File: src/rtl/alu_issue_stage.sv
// Execute-issue stage in front of an external combinational ALU: register file, one execute
// register stage with write-back forwarding, and a registered result stream.
module alu_issue_stage #(
  parameter int unsigned NREG  = 4,
  parameter int unsigned WIDTH = 16,
  localparam int unsigned AW   = $clog2(NREG)
) (
  input  logic             clk,
  input  logic             reset_n,
  input  logic             in_valid,
  output logic             in_ready,
  input  logic [3:0]       in_op,
  input  logic [AW-1:0]    in_rd,
  input  logic [AW-1:0]    in_rs,
  input  logic [AW-1:0]    in_rt,
  input  logic             in_imm_sel,
  input  logic [WIDTH-1:0] in_imm,
  output logic [WIDTH-1:0] alu_a,
  output logic [WIDTH-1:0] alu_b,
  output logic [3:0]       alu_op,
  input  logic [WIDTH-1:0] alu_c,
  input  logic             alu_cout,
  output logic             out_valid,
  input  logic             out_ready,
  output logic [WIDTH-1:0] out_data,
  output logic [AW-1:0]    out_rd,
  output logic             out_ovf,
  output logic             ovf_sticky,
  input  logic             ovf_clr,
  input  logic [AW-1:0]    dbg_addr,
  output logic [WIDTH-1:0] dbg_data
);

  logic [WIDTH-1:0] rf_q [NREG];

  logic             ex_valid_q, ex_valid_d;
  logic [3:0]       ex_op_q, ex_op_d;
  logic [AW-1:0]    ex_rd_q, ex_rd_d;
  logic [WIDTH-1:0] ex_a_q, ex_a_d;
  logic [WIDTH-1:0] ex_b_q, ex_b_d;

  logic             out_valid_q, out_valid_d;
  logic [WIDTH-1:0] out_data_q, out_data_d;
  logic [AW-1:0]    out_rd_q, out_rd_d;
  logic             out_ovf_q, out_ovf_d;
  logic             ovf_sticky_q, ovf_sticky_d;

  logic             adv;
  logic             accept;
  logic             retire;
  logic             fwd_a;
  logic             fwd_b;
  logic [WIDTH-1:0] src_a;
  logic [WIDTH-1:0] src_b;

  assign adv      = !out_valid_q || out_ready;
  assign in_ready = !ex_valid_q || adv;
  assign accept   = in_valid && in_ready;
  assign retire   = ex_valid_q && adv;

  // Forward the result being written back on this same edge.
  assign fwd_a = retire && (ex_rd_q == in_rs);
  assign fwd_b = retire && (ex_rd_q == in_rt);
  assign src_a = fwd_a ? alu_c : rf_q[in_rs];
  assign src_b = fwd_b ? alu_c : rf_q[in_rt];

  always_comb begin
    ex_valid_d = ex_valid_q;
    ex_op_d    = ex_op_q;
    ex_rd_d    = ex_rd_q;
    ex_a_d     = ex_a_q;
    ex_b_d     = ex_b_q;
    if (accept) begin
      ex_valid_d = 1'b1;
      ex_op_d    = in_op;
      ex_rd_d    = in_rd;
      ex_a_d     = src_a;
      ex_b_d     = in_imm_sel ? in_imm : src_b;
    end else if (retire) begin
      ex_valid_d = 1'b0;
    end
  end

  always_comb begin
    out_valid_d  = out_valid_q;
    out_data_d   = out_data_q;
    out_rd_d     = out_rd_q;
    out_ovf_d    = out_ovf_q;
    ovf_sticky_d = ovf_sticky_q;
    if (retire) begin
      out_valid_d = 1'b1;
      out_data_d  = alu_c;
      out_rd_d    = ex_rd_q;
      out_ovf_d   = alu_cout;
    end else if (out_ready) begin
      out_valid_d = 1'b0;
    end
    // A same-edge overflow outranks the clear.
    if (retire && alu_cout) begin
      ovf_sticky_d = 1'b1;
    end else if (ovf_clr) begin
      ovf_sticky_d = 1'b0;
    end
  end

  always_ff @(posedge clk or negedge reset_n) begin
    if (!reset_n) begin
      for (int i = 0; i < NREG; i++) begin
        rf_q[i] <= '0;
      end
    end else if (retire) begin
      rf_q[ex_rd_q] <= alu_c;
    end
  end

  always_ff @(posedge clk or negedge reset_n) begin
    if (!reset_n) begin
      ex_valid_q   <= 1'b0;
      ex_op_q      <= '0;
      ex_rd_q      <= '0;
      ex_a_q       <= '0;
      ex_b_q       <= '0;
      out_valid_q  <= 1'b0;
      out_data_q   <= '0;
      out_rd_q     <= '0;
      out_ovf_q    <= 1'b0;
      ovf_sticky_q <= 1'b0;
    end else begin
      ex_valid_q   <= ex_valid_d;
      ex_op_q      <= ex_op_d;
      ex_rd_q      <= ex_rd_d;
      ex_a_q       <= ex_a_d;
      ex_b_q       <= ex_b_d;
      out_valid_q  <= out_valid_d;
      out_data_q   <= out_data_d;
      out_rd_q     <= out_rd_d;
      out_ovf_q    <= out_ovf_d;
      ovf_sticky_q <= ovf_sticky_d;
    end
  end

  assign alu_a      = ex_a_q;
  assign alu_b      = ex_b_q;
  assign alu_op     = ex_op_q;
  assign out_valid  = out_valid_q;
  assign out_data   = out_data_q;
  assign out_rd     = out_rd_q;
  assign out_ovf    = out_ovf_q;
  assign ovf_sticky = ovf_sticky_q;
  assign dbg_data   = rf_q[dbg_addr];

endmodule

File: config.mk
export PLATFORM = sky130hd
export DESIGN_NAME = alu_issue_stage
export DESIGN_NICKNAME = d
export VERILOG_FILES = /design/src/rtl/alu_issue_stage.sv
export SDC_FILE = /design/constraint.sdc
export NUM_CORES = 1
export LEC_CHECK = 0
export CAP_MARGIN = 15
export CORE_AREA = 2 2 99 196
export DETAILED_ROUTE_END_ITERATION = 6
export DIE_AREA = 0 0 101 198
export PLACE_DENSITY = 0.56
export RECOVER_POWER = 50
export REMOVE_ABC_BUFFERS = 1
export SKIP_CTS_REPAIR_TIMING = 1
export SYNTH_ARGS = -nofsm -noshare
export SYNTH_HDL_FRONTEND = slang
export SYNTH_SLANG_ARGS = --single-unit
File: constraint.sdc
create_clock -name clk -period 2.5 [get_ports clk]
set_input_delay 0.25 -clock clk [delete_from_list [all_inputs] [get_ports clk]]
set_output_delay 0.25 -clock clk [all_outputs]
set_load 0.005 [all_outputs]
Word level (Yosys, flattened, before mapping)
Cells that the tools add are included.
{"block": "classes", "n_lt_le_gt_ge": 5, "eq_ne": 2, "muxes": 21, "bitwise": 4, "n_reduce_logical": 13}
{"cell": "$mux W16", "count": 10}
{"cell": "$bmux W16 S2", "count": 3}
{"cell": "$bwmux W64", "count": 1}
{"cell": "$demux W16 S2", "count": 1}
{"cell": "$ge A3 B3 Y1 const B", "count": 4}
{"cell": "$not A2 Y3", "count": 4}
{"cell": "$logic_and A1 B1 Y1", "count": 6}
{"cell": "$mux W1", "count": 6}
{"cell": "$reduce_bool A2 Y1", "count": 3}
{"cell": "$eq A2 B2 Y1", "count": 2}
{"cell": "$lt A3 B1 Y1 const B", "count": 1}
{"cell": "$logic_not A1 Y1", "count": 2}
{"cell": "$logic_or A1 B1 Y1", "count": 2}
{"block": "word_totals", "reg_bits": 124, "input_bits": 51, "word_cells": 59}

Depth between registers and ports, before layout
{"block": "logic_depth", "depth_word": 6, "ltp_mapped": 8, "mapped_depth_nobuf": 4}

Least setup slack after synthesis
No wires, ideal clock.
{"block": "synth_timing", "kind": "register -> register", "start": "register ex_rd_q[0]", "end": "register ex_a_q[10] (netlist: alu_a[10])", "setup_ps": 126, "arrival_time_ps": 1582, "setup_slack_ps": 792, "stages_incl_launch_ff": 9, "path_buffers": 4, "path_cell_list": "dfrtp_1 -> buf_4 -> xnor2_1 -> and4_1 -> buf_6 -> and2_4 -> buf_6 -> buf_6 -> a221o_1"}
{"block": "synth_between", "elab_chain_cells": 3}
{"element": "from (decl)", "line": "38", "rtl": "logic [AW-1:0] ex_rd_q, ex_rd_d;"}
{"element": "from (signal assigned)", "line": "131", "rtl": "ex_rd_q <= ex_rd_d;"}
{"element": "$eq A2 B2 Y1", "line": "62", "rtl": "assign fwd_a = retire && (ex_rd_q == in_rs);"}
{"element": "$logic_and A1 B1 Y1", "line": "62"}
{"element": "$mux W16", "line": "64", "rtl": "assign src_a = fwd_a ? alu_c : rf_q[in_rs];"}
{"element": "to (signal assigned)", "line": "121", "rtl": "ex_a_q <= '0;"}
{"element": "to (signal assigned)", "line": "132", "rtl": "ex_a_q <= ex_a_d;"}
{"element": "to (decl)", "line": "39", "rtl": "logic [WIDTH-1:0] ex_a_q, ex_a_d;"}
Every way passes these cells.
A chain may end at the register's enable or synchronous reset.

Worst setup path after layout
{"block": "layout_timing", "start": "input port dbg_addr[0]", "end": "output port dbg_data[12]"}
{"block": "layout_between", "elab_chain_cells": 4}
{"element": "from (decl)", "line": "30", "rtl": "input logic [AW-1:0] dbg_addr,"}
{"element": "$not A2 Y3 (not written as such)", "line": "150", "rtl": "assign dbg_data = rf_q[dbg_addr];"}
{"element": "$bmux W16 S2", "line": "150"}
{"element": "$mux W16 (not written as such) (2 in a row)", "line": "150"}
{"element": "to (decl)", "line": "31", "rtl": "output logic [WIDTH-1:0] dbg_data"}
Every way passes these cells. The select of a mux whose other input is x is not followed.

==> Flow_metrics.wiki <==
{| class="wikitable"
! Metric !! Value
|-
| Hold Crit Class || in2reg
|-
| Setup slack of the critical path after layout || 253 ps
|-
| Final cell area excluding filler cells || 8510 sq um
|-
| GRT overflow || 0
|-
| Data required time of the worst path || 2250 ps
|-
| Number of optimization iterations in the first detailed-route pass || 6
|-
| Average routed wire per standard cell || 23.5 microns
|-
| Nets || 638
|-
| Xor and xnor fraction of the mapped netlist area || 0.554%
|-
| Nature of the critical path startpoint || input port
|-
| Synthesis-to-layout area growth || 34.6%
|-
| Total number of vias || 4546
|-
| Power per unit of standard cell area || 1010 nW/um^2
|-
| Final Max Tran Viols || 0
|-
| Cells after Synth || 453
|-
| Die area || 20000 sq um
|-
| First-pass GRT wire length || 30.0 mm
|-
| Iteration-0 DRC count of the detailed router || 239
|-
| Summed instance area of the synthesized netlist || 6320 sq um
|-
| VDD IR-drop max || 415 uV
|-
| DRC violations left || 0
|-
| Post-route clock period utilization || 89.9%
|-
| R2R Setup Slk || 520 ps
|-
| Final setup violating endpoints || 0
|-
| Setup Crit Path Kind || in2out
|-
| Worst-case hold path end point || out_ovf
|-
| TritonCTS clock tree || yes
|-
| Fraction of the yosys area taken by sequential cells || 49.1%
|-
| Synthesized-area fraction occupied by ao, oa, aoi and oai cells || 4.83%
|-
| Layout filler cell count || 1706
|-
| Number of buffers added by the clock tree synthesis step || 17
|-
| Tot GR Track Use || 20.6%
|-
| Post-placement cell area || 7910 sq um
|-
| HPWL reported at the end of detailed placement || 13.4 mm
|-
| Beginning of the worst register-to-register path || out_valid
|-
| Port Buf Inserts || 124
|-
| Ratio of cells with drive above 1 in the final layout || 29.3%
|-
| Cell chosen for the clock root || sky130_fd_sc_hd__clkbuf_16
|-
| Place WS || 249 ps
|-
| Slew of the pin with the lowest slew margin || 1420 ps
|-
| Commonest cells after routing, fill and taps aside || sky130_fd_sc_hd__dfrtp_1, sky130_fd_sc_hd__clkdlybuf4s50_1, sky130_fd_sc_hd__mux2_2
|-
| Total negative slack for setup checks || 0 ps
|-
| Data arrival time of the critical path || 2000 ps
|-
| Hold Crit Depth || 3
|-
| Pin count of the biggest net entering global routing || 71
|-
| Final antenna-violating net count || 0
|-
| Routability cong. || 0.813
|-
| Clock Tree Buf Depth || 2
|-
| Latest clock arrival within the worst-skew pair || 420 ps
|-
| Count of distinct cell types in the synthesized netlist || 27
|-
| Max Cap Violations || 0
|-
| Number of vias per cell after detailed routing || 5.53
|-
| Antenna violations before repair || 3
|-
| # H-tree levels || 4
|-
| FF+latch count, synth || 124
|-
| Worst clock skew || 8.54 ps
|-
| Outcome || finished clean
|-
| Multiplexer share of the synthesized area || 32.3%
|-
| Y dimension of the die || 198 microns
|-
| Post-synthesis share of cell area spent on full adders, half adders and majority gates || 0%
|-
| Pleak || 3.59 nW
|-
| Maximum clock frequency || 0.445 GHz
|-
| Setup repair after global routing missed its margin || no
|-
| Worst slew slack as a fraction of its limit || 5.17%
|-
| Sinks on Clock Net || 124
|-
| Combinational family with the most area after synthesis || multiplexers
|-
| Final hold violation count || 0
|-
| CTS clock-pin slew for the worst setup and hold paths || 60 ps
|-
| Row Count || 71
|-
| Maximum fanout count along the critical path || 16
|-
| Avg Synthesized Cell Area || 14.0 sq um
|-
| DRT Wirelength || 19.3 mm
|-
| Critical R2R Capture || out_data[6]
|-
| Path depth of the worst reg2reg path || 5
|-
| Post-synthesis share of cell area spent on and, or, nand and nor gates || 8.89%
|-
| Core area || 18700 sq um
|-
| Time the final worst path needs with I/O delays and setup || 2250 ps
|-
| Share of the core filled with cells in the final layout || 45.6%
|-
| Crit end category || output port
|-
| Count of yosys warnings during synthesis || 0
|-
| Effective utilization at floorplan || 33.9%
|-
| Number of global-route vias before repair || 4998
|-
| Count of pins on the block boundary || 125
|-
| Min-Delay Startpoint || alu_cout
|-
| Most frequent standard cell in the layout excluding fill and tap cells || sky130_fd_sc_hd__dfrtp_1
|-
| Horizontal die dimension || 101 microns
|}
[metal layers]
layer / track usage [%] / share of wire (%) / up-vias
li1: - / - / 1994
met1: 23.3 / 37 / 2396
met2: 36.8 / 57 / 133
met3: 3.95 / 3.7 / 23
met4: 9.11 / 2.7 / 0
met5: 0 / 0 / -
[cells by family (layout without fill, tap and decap cells)]
kind of cell | Yosys count | in the layout
muxes | 134 | 134
other | 0 | 3
DFF | 124 | 124
xor gates and xnor gates | 4 | 4
buffers and inverters | 54 | 201
and+or+nand+nor | 104 | 104
AOI/OAI and AO/OA | 33 | 33
[where the power goes]
part	switching, mW	leakage (nW)	internal [mW]
registers	0.656	1.47	2.69
logic	0.849	1.85	1.83
clock network	0.956	0.268	1.57
total	2.46	3.59	6.10
[final cells by class]
cell class                      count  area [sq um]  area share (%)
Sequential cell                   124          3100            36.5
Multi-Input combinational cell    275          2960            34.8
Timing Repair Buffer              152          1500            17.6
Clock buffer                       19           433            5.09
Tap cell                          219           274            3.22
Clock inverter                     13           169            1.99
Inverter                           17          63.8           0.750
Antenna cell                        3          7.51          0.0882
[through the flow]
step | power (mW) | hold slack [ps] | std cells
3_3_place_gp | 5.99 | 232 | 786
4_1_cts | 8.66 | -209 | 818
3_5_place_dp | 6.10 | 240 | 786
2_1_floorplan | 4.62 | -45.6 | 416
5_1_grt | 9.00 | 400 | 822
6_report | 8.56 | 379 | 822
[how the worst max path moves through the flow]
stage | cells past startpoint | to | slack, ps | from
6_report | 4 | dbg_data[12] | 250 | dbg_addr[0]
5_1_grt | 3 | out_data[8] | 120 | reset_n
4_1_cts | 4 | dbg_data[12] | 240 | dbg_addr[0]
3_5_place_dp | 4 | dbg_data[6] | 250 | dbg_addr[0]
3_3_place_gp | 4 | dbg_data[12] | 250 | dbg_addr[0]
2_1_floorplan | 4 | alu_b[0] | -230 | ex_valid_q
[cells in the mapped netlist (all sizes together)]
cell / n / area share, %
mux2: 70 / 12
xnor2: 4 / 0.55
mux2i: 16 / 2.5
nand4: 1 / 0.20
nand2: 59 / 3.5
buf: 20 / 2.3
clkbuf: 17 / 1.0
inv: 17 / 1.0
o21ai: 1 / 0.079
nand3: 1 / 0.079
a221oi: 16 / 2.2
and2: 2 / 0.24
and4: 1 / 0.14
nand3b: 3 / 0.42
nor2: 1 / 0.059
a221o: 16 / 2.5
nor3b: 32 / 3.8
mux4: 48 / 17
dfrtp: 124 / 49
nand2b: 3 / 0.30
nor3: 1 / 0.16
[worst max-delay path, stage by stage]
cell and delay [ps]:
sky130_fd_sc_hd__clkdlybuf4s50_1 500, sky130_fd_sc_hd__buf_12 210, sky130_fd_sc_hd__mux4_2 540, sky130_fd_sc_hd__clkdlybuf4s50_1 470
[sequential cells by signal, indices dropped and copies added, names as in the netlist, 2 cells and up]
| signal | count |
|---|---|
| rf_q | 64 |
| alu_b | 16 |
| out_data | 16 |
| ex_rd_q | 2 |
| out_rd | 2 |
| alu_a | 16 |
| alu_op | 4 |
No activity file was read; power rests on OpenSTA's default activity.
